<file path="src/rtl/mux21_arbiter_pkg.sv">
// Shared definitions for the packet-aware 2:1 mux arbiter: state encodings,
// default data width and a grant-state helper.
package mux21_arbiter_pkg;

  localparam int DEFAULT_WIDTH = 4;

  typedef enum logic [1:0] {
    ST_IDLE   = 2'b00,
    ST_GRANT0 = 2'b01,
    ST_GRANT1 = 2'b10
  } state_t;

  function automatic state_t grant_state(input logic idx);
    return idx ? ST_GRANT1 : ST_GRANT0;
  endfunction

endpackage

</file>
<file path="src/rtl/mux21_arbiter_mux21_w.sv">
// WIDTH+1-bit 2:1 mux carrying a beat's data plus its last flag.
module mux21_w
  import mux21_arbiter_pkg::*;
#(
  parameter int WIDTH = DEFAULT_WIDTH
) (
  input  logic           i_sel,
  input  logic [WIDTH:0] i_a,
  input  logic [WIDTH:0] i_b,
  output logic [WIDTH:0] o_y
);

  assign o_y = i_sel ? i_b : i_a;

endmodule

</file>
<file path="src/rtl/mux21_arbiter.sv">
// Two-requester packet-aware round-robin arbiter steering a 2:1 mux into a
// one-entry registered output channel with backpressure.
module mux21_arbiter
  import mux21_arbiter_pkg::*;
#(
  parameter int WIDTH = DEFAULT_WIDTH
) (
  input  logic             clk,
  input  logic             rst,
  input  logic             req0_valid,
  input  logic [WIDTH-1:0] req0_data,
  input  logic             req0_last,
  output logic             req0_ready,
  input  logic             req1_valid,
  input  logic [WIDTH-1:0] req1_data,
  input  logic             req1_last,
  output logic             req1_ready,
  output logic             sel,
  output logic             out_valid,
  output logic [WIDTH-1:0] out_data,
  output logic             out_last,
  output logic             out_src,
  input  logic             out_ready
);

  state_t           r_state;
  state_t           w_state_nxt;
  logic             r_last_served;
  logic             w_last_served_nxt;
  logic             r_sel;
  logic             w_sel_nxt;
  logic             r_out_valid;
  logic [WIDTH-1:0] r_out_data;
  logic             r_out_last;
  logic             r_out_src;

  logic             w_load_en;
  logic             w_ready0;
  logic             w_ready1;
  logic             w_acc;
  logic             w_gnt_idx;
  logic             w_other_valid;
  logic [WIDTH:0]   w_mux_y;

  mux21_w #(.WIDTH(WIDTH)) u_mux (
    .i_sel (r_sel),
    .i_a   ({req0_last, req0_data}),
    .i_b   ({req1_last, req1_data}),
    .o_y   (w_mux_y)
  );

  // Ready depends only on state and the output slot, never on the valids.
  always_comb begin
    w_load_en     = !r_out_valid || out_ready;
    w_ready0      = !rst && (r_state == ST_GRANT0) && w_load_en;
    w_ready1      = !rst && (r_state == ST_GRANT1) && w_load_en;
    w_acc         = (w_ready0 && req0_valid) || (w_ready1 && req1_valid);
    w_gnt_idx     = (r_state == ST_GRANT1);
    w_other_valid = w_gnt_idx ? req0_valid : req1_valid;
  end

  // Arbitration and packet-boundary state transitions.
  always_comb begin
    w_state_nxt       = r_state;
    w_sel_nxt         = r_sel;
    w_last_served_nxt = r_last_served;
    case (r_state)
      ST_IDLE: begin
        if (req0_valid && req1_valid) begin
          w_state_nxt = grant_state(!r_last_served);
          w_sel_nxt   = !r_last_served;
        end else if (req0_valid) begin
          w_state_nxt = ST_GRANT0;
          w_sel_nxt   = 1'b0;
        end else if (req1_valid) begin
          w_state_nxt = ST_GRANT1;
          w_sel_nxt   = 1'b1;
        end else begin
          w_state_nxt = ST_IDLE;
        end
      end
      ST_GRANT0, ST_GRANT1: begin
        // The owner's next-cycle valid is not visible yet, so without a
        // waiting peer the grant is released and re-arbitrated from IDLE.
        if (w_acc && w_mux_y[WIDTH]) begin
          w_last_served_nxt = w_gnt_idx;
          if (w_other_valid) begin
            w_state_nxt = grant_state(!w_gnt_idx);
            w_sel_nxt   = !w_gnt_idx;
          end else begin
            w_state_nxt = ST_IDLE;
          end
        end else begin
          w_state_nxt = r_state;
        end
      end
      default: begin
        w_state_nxt = ST_IDLE;
      end
    endcase
  end

  // State, select and output register; reset abandons any packet in flight.
  always_ff @(posedge clk) begin
    if (rst) begin
      r_state       <= ST_IDLE;
      r_last_served <= 1'b1;
      r_sel         <= 1'b0;
      r_out_valid   <= 1'b0;
      r_out_data    <= {WIDTH{1'b0}};
      r_out_last    <= 1'b0;
      r_out_src     <= 1'b0;
    end else begin
      r_state       <= w_state_nxt;
      r_last_served <= w_last_served_nxt;
      r_sel         <= w_sel_nxt;
      if (w_acc) begin
        r_out_valid <= 1'b1;
        r_out_data  <= w_mux_y[WIDTH-1:0];
        r_out_last  <= w_mux_y[WIDTH];
        r_out_src   <= w_gnt_idx;
      end else if (out_ready) begin
        r_out_valid <= 1'b0;
      end
    end
  end

  assign req0_ready = w_ready0;
  assign req1_ready = w_ready1;
  assign sel        = r_sel;
  assign out_valid  = r_out_valid;
  assign out_data   = r_out_data;
  assign out_last   = r_out_last;
  assign out_src    = r_out_src;

endmodule

</file>
<file path="config.mk">
export PLATFORM = sky130hd
export DESIGN_NAME = mux21_arbiter
export DESIGN_NICKNAME = d
export VERILOG_FILES = /design/src/rtl/mux21_arbiter_pkg.sv /design/src/rtl/mux21_arbiter_mux21_w.sv /design/src/rtl/mux21_arbiter.sv
export SDC_FILE = /design/constraint.sdc
export NUM_CORES = 1
export LEC_CHECK = 0
export ABC_AREA = 1
export BUFFER_PORTS_ARGS = -buffer_cell sky130_fd_sc_hd__buf_2
export CORE_MARGIN = 10
export CORE_UTILIZATION = 35
export CTS_CLUSTER_SIZE = 40
export DETAILED_ROUTE_END_ITERATION = 6
export HOLD_SLACK_MARGIN = 0.06
export PLACE_DENSITY = 0.6
export SYNTH_ARGS = -nofsm -noshare
export SYNTH_HDL_FRONTEND = slang
export SYNTH_HIERARCHICAL = 1
export SYNTH_SLANG_ARGS = --single-unit
</file>
<file path="constraint.sdc">
create_clock -name clk -period 1.91 [get_ports clk]
set_input_delay 0.4775 -clock clk [delete_from_list [all_inputs] [get_ports clk]]
set_output_delay 0.4775 -clock clk [all_outputs]
set_load 0.01 [all_outputs]
</file>
==> flow_summary.ini, run 1 <==
[yosys]
synth_area_sq_um = 657
synth_top_family_by_area = simple AND/OR/NAND/NOR gates
synth-compound-area-share = 0.141
synthXorXnorAreaFrac = 0
synth_fa_ha_area_frac = 0.0762
synth_nets = 118
synth_seq_area_share = 0.335
synthMuxAreaShare = 0
synth-seq-cells = 11
synth-simple-area-share = 0.362
yosys_warnings = 6
synthCells = 99
synth_cell_types = 15
postSynthAreaPerCell_sq_um = 6.64

[detailed_routing]
final_antenna_net_count = 0
vias = 675
firstDrtPassIters = 4
wl_per_cell_microns = 10.9
routed_via_density = 4.44
drt-initial-drc-count = 13
drc = 0
drt-total-wl_microns = 1660

[clock_tree]
clock_latency_ns = 0.27
numCtsBuffers = 3
cts_tree = built
clk_path_buf_depth = 2
clk_pin_slew_ns = 0.07
cts.sinks = 11
htree_levels = 1
cts_setup_buffers = 0
postCtsResizedCells = 0
cts_root_buf = clkbuf_4
cts-hold-fix-buffers = 0

[sta]
hold_violations = 0
fmax_ghz = 0.564
slew_viol_final = 0
timing.final.crit_share = 0.929
postLayoutSetupSlackWorst_ns = 0.136
skew_ns = 0.00772
setup_viol = 0
worst_pin_slew_ns = 0.294
period_minus_slack_ns = 1.77
finalSetupTns_ns = 0
rsz0062_at_grt = no
max_slew_margin = 0.803

[critical_path]
cp-end-kind = output port
critPathBufInv = 3
r2r-start = r_state[0]
crit_required_ns = 1.43
cp_slowest_cell = dfxtp_1
critPathKind = register to output port
cp_cell_sequence = inv_1 -> ha_1 -> inv_2 -> nor3_1 -> buf_2
cp_slowest_stage_delay_ns = 0.34
cpLargestDelayFamily = flip-flops
startpoint_type = register
rr_endpoint = sel
r2r_slack_ns = 0.38
worst_ep_arrival_time_ns = 1.30
worstPathMaxFanout = 5
reg2regPathDepth = 8

[min_path]
min_from = rst
hp-class = primary input to register
hold_depth = 2
whs_endpoint = out_last

[floorplanning]
floorplan.rows = 15
start_util = 0.376
die_area_sq_mm = 0.00401
ios = 25
die_h_microns = 63.3
core_sq_mm = 0.00175
dieWidth_microns = 63.3

[grt]
grt_max_degree = 11
grt_antenna_before_repair = 0
grt_overflow = 0
grt_pass1_vias = 689
grt_pass1_wl_microns = 2970
grt_use_total = 0.0884

[final_layout]
mostFrequentLayoutCells = buf_2, nand2_1, nor2_1, inv_1
nets = 147
layout.cells.most_common = buf_2
antennaDiodeCount = 0
layout-drive-gt1-share = 0.283
area_growth_pct = 27.0

[placed_design]
place.gp.congestion = 0.821
pre_cts_ws_ns = 0.380
port-buffer-count = 24
detailed_place_hpwl_microns = 1370

[run_status]
status = finished, final reports clean

[power_and_ir_drop]
pwr_density_cell_mw_per_mm2 = 1300
leakage_nw = 0.463
vdd_ir_drop_max_mv = 0.533

[flow_run]
drv_cap = 0
## cell usage after synthesis
cell type,count,share of area
a211oi_1,1,0.011
a21oi_1,6,0.046
dfxtp_1,11,0.34
ha_1,4,0.076
inv_1,12,0.069
inv_2,3,0.017
nand2_1,23,0.13
nand2_4,3,0.051
nand3_1,3,0.023
nand3_2,2,0.030
nand4_1,1,0.0095
nor2_1,16,0.091
nor2_2,1,0.0095
nor3_1,2,0.015
o21ai_0,11,0.084
## report_power, final
group	switching, W	leakage, nW	internal, W	total, W
Combinational	0.000369	0.358	0.000223	0.000592
Sequential	0.0000486	0.0899	0.000286	0.000335
Clock	0.0000766	0.0150	0.0000807	0.000157
Total	0.000495	0.463	0.000589	0.00108
## per-stage QoR
| stage | hold WS (ns) | instance area (sq um) | total power (W) | util | cells |
|---|---|---|---|---|---|
| global placement | 0.460 | 808 | 0.000925 | 0.463 | 148 |
| finish | 0.453 | 835 | 0.00108 | 0.478 | 152 |
| floorplan | 0.468 | 657 | 0.000780 | - | 99 |
| global route | 0.443 | 835 | 0.00120 | 0.478 | 152 |
| CTS | 0.440 | 835 | 0.00110 | 0.478 | 152 |
| detailed placement | 0.466 | 808 | 0.000938 | 0.463 | 148 |
## metal layers
layer	GRT usage	vias up	routed length, microns
li1	-	369	-
met1	0.103	287	793
met2	0.132	17	754
met3	0.0371	2	99
met4	0.0492	0	12
met5	0	-	0
## cells by family after synthesis
| group | after synthesis |
|---|---|
| and+or+nand+nor | 51 |
| AOI/OAI and AO/OA | 18 |
| buffers and inverters | 15 |
| DFF | 11 |
| adders and majority gates | 4 |
## area by class of cell
| type | count | area [sq um] |
|---|---|---|
| Clock buffer | 4 | 26.3 |
| Fill cell | 191 | 911 |
| Inverter | 15 | 56.3 |
| Multi-Input combinational cell | 73 | 380 |
| Sequential cell | 11 | 220 |
| Tap cell | 25 | 31.3 |
| Timing Repair Buffer | 24 | 120 |
## worst reg2reg max path, cell delays in order (launching register included)
cell	delay [ns]
dfxtp_1	0.38
inv_1	0.08
ha_1	0.39
inv_1	0.10
a21oi_1	0.05
a21oi_1	0.21
nand3_1	0.10
nand2_1	0.06
nor2_1	0.04
## worst max-delay path by stage
stage / start / to / cells after the start
2_1_floorplan: r_state[0] / req1_ready / 4
3_3_place_gp: out_ready / req1_ready / 6
3_5_place_dp: out_ready / req1_ready / 6
4_1_cts: r_state[0] / req1_ready / 5
5_1_grt: r_state[0] / req1_ready / 5
6_report: r_state[0] / req1_ready / 5
## sequential cells by signal, summed over array words and instances, names as in the netlist
name / cells
out_src: 1
out_data: 4
out_valid: 1
r_last_served: 1
r_state: 2
sel: 1
out_last: 1
No activity file was read; power rests on OpenSTA's default activity.
==> inputs of run 2 (changes only) <==
--- a/config.mk
+++ b/config.mk
@@ -8,11 +8,11 @@
 export ABC_AREA = 1
 export BUFFER_PORTS_ARGS = -buffer_cell sky130_fd_sc_hd__buf_2
 export CORE_MARGIN = 10
-export CORE_UTILIZATION = 35
+export CORE_UTILIZATION = 46
 export CTS_CLUSTER_SIZE = 40
 export DETAILED_ROUTE_END_ITERATION = 6
 export HOLD_SLACK_MARGIN = 0.06
-export PLACE_DENSITY = 0.6
+export PLACE_DENSITY = 0.76
 export SYNTH_ARGS = -nofsm -noshare
 export SYNTH_HDL_FRONTEND = slang
 export SYNTH_HIERARCHICAL = 1
==> run 2 against run 1 <==
  * Total power is essentially flat
  * Final cell count decreased by 6.6%
  * Sequential cell count did not move
  * Clock skew fell by 0.0052 ns
  * Worst setup slack worse by 0.0096 ns
  * Critical path type unchanged
  * Cell area shrank 0.90%
==> flow_summary.ini, run 2 (synthesis gave the netlist of run 1 again) <==
[min_path]
hp-class = primary input to register

[placed_design]
detailed_place_hpwl_microns = 1320
place.gp.congestion = 0.778
place_area_sq_um = 796
port-buffer-count = 24

[grt]
grt_overflow = 0
grt_antenna_before_repair = 0
grt_pass1_wl_microns = 2840
grt_pass1_vias = 674
grt_use_total = 0.104
grt_max_degree = 11

[floorplanning]
die_area_sq_mm = 0.00334
start_util = 0.499
ios = 25
floorplan.rows = 13
dieWidth_microns = 57.8
die_h_microns = 57.8
core_sq_mm = 0.00132

[clock_tree]
clk_pin_slew_ns = 0.07
cts.sinks = 11
htree_levels = 1
cts_tree = built
cts_setup_buffers = 0
clock_latency_ns = 0.27
numCtsBuffers = 3
clk_path_buf_depth = 2
cts_root_buf = clkbuf_4

[critical_path]
startpoint_type = register
critPathBufInv = 3
cp_cell_sequence = inv_1 -> ha_1 -> inv_2 -> nor3_2 -> buf_2
worst_ep_arrival_time_ns = 1.31
critPathKind = register to output port
crit_required_ns = 1.43
worstPathMaxFanout = 5
cp-end-kind = output port
cp_slowest_stage_delay_ns = 0.34
cp_slowest_cell = dfxtp_1
cpLargestDelayFamily = flip-flops

[detailed_routing]
firstDrtPassIters = 4
final_antenna_net_count = 0
drc = 0
wl_per_cell_microns = 11.1
drt-total-wl_microns = 1580
routed_via_density = 5.07
drt-initial-drc-count = 6
vias = 720

[power_and_ir_drop]
pwr_density_cell_mw_per_mm2 = 1310
vdd_ir_drop_max_mv = 0.729
leakage_nw = 0.463

[sta]
rsz0062_at_grt = no
slew_viol_final = 0
setup_viol = 0
finalSetupTns_ns = 0
timing.final.crit_share = 0.934
hold_violations = 0
max_slew_margin = 0.817
fmax_ghz = 0.561
period_minus_slack_ns = 1.78
skew_ns = 0.00252
worst_pin_slew_ns = 0.274

[flow_run]
drv_cap = 0

[final_layout]
layout-drive-gt1-share = 0.291
finalInstanceArea_sq_um = 827
layout.cells.most_common = buf_2
mostFrequentLayoutCells = buf_2, nand2_1, nor2_1, inv_1
nets = 147
antennaDiodeCount = 0
area_growth_pct = 25.9
largest_register_ff_count = 4
fillers = 118

[run_status]
status = finished, final reports clean
-- run 2: cell counts in the layout (fill, tap and decap cells not counted) --
No cell type changed its count.
-- run 2: report_power, final --
group          total (W)  switching, W  internal (W)
registers       0.000333     0.0000467      0.000286
clock network   0.000158     0.0000774     0.0000809
logic           0.000593      0.000368      0.000225
-- run 2: worst paths after layout --
check	from	to	slack [ns]	depth (start not counted)
hold / removal	rst	out_last	0.46	2
hold reg to reg	out_last	out_last	0.47	2
setup reg to reg	r_state[0]	sel	0.38	8
setup / recovery	r_state[0]	req1_ready	0.13	5
-- run 2: worst reg2reg max path: stages, from the launching register on --
cell	delay, ns
dfxtp_1	0.38
inv_1	0.08
ha_1	0.39
inv_1	0.11
a21oi_1	0.04
a21oi_1	0.23
nand3_1	0.10
nand2_1	0.07
nor2_1	0.04
-- run 2: cell type report --
cell class | instances | area (sq um) | share of cell area
Sequential cell | 11 | 220 | 0.266
Tap cell | 15 | 18.8 | 0.0227
Clock buffer | 4 | 26.3 | 0.0318
Inverter | 15 | 56.3 | 0.0681
Timing Repair Buffer | 24 | 120 | 0.145
Multi-Input combinational cell | 73 | 385 | 0.466
-- run 2: stage by stage --
step	hold slack [ns]	util	instances	worst slack (ns)	power (W)
6_report	0.464	0.628	142	0.126	0.00108
5_1_grt	0.485	0.628	142	0.0377	0.00121
4_1_cts	0.442	0.624	142	0.0998	0.00110
3_5_place_dp	0.462	0.604	138	0.354	0.000935
3_3_place_gp	0.456	0.604	138	0.414	0.000916
2_1_floorplan	0.468	-	99	0.483	0.000780
-- run 2: per-layer routing --
| layer | share of wire | track usage |
|---|---|---|
| met1 | 0.49 | 0.119 |
| met5 | 0 | 0 |
| met3 | 0.087 | 0.0501 |
| met2 | 0.41 | 0.153 |
| met4 | 0.015 | 0.0604 |
-- run 2: timing repair --
action                                  CTS  global route
gates resized for setup                   0             1
endpoints found under the setup margin    0             1
hold buffers                              0             0
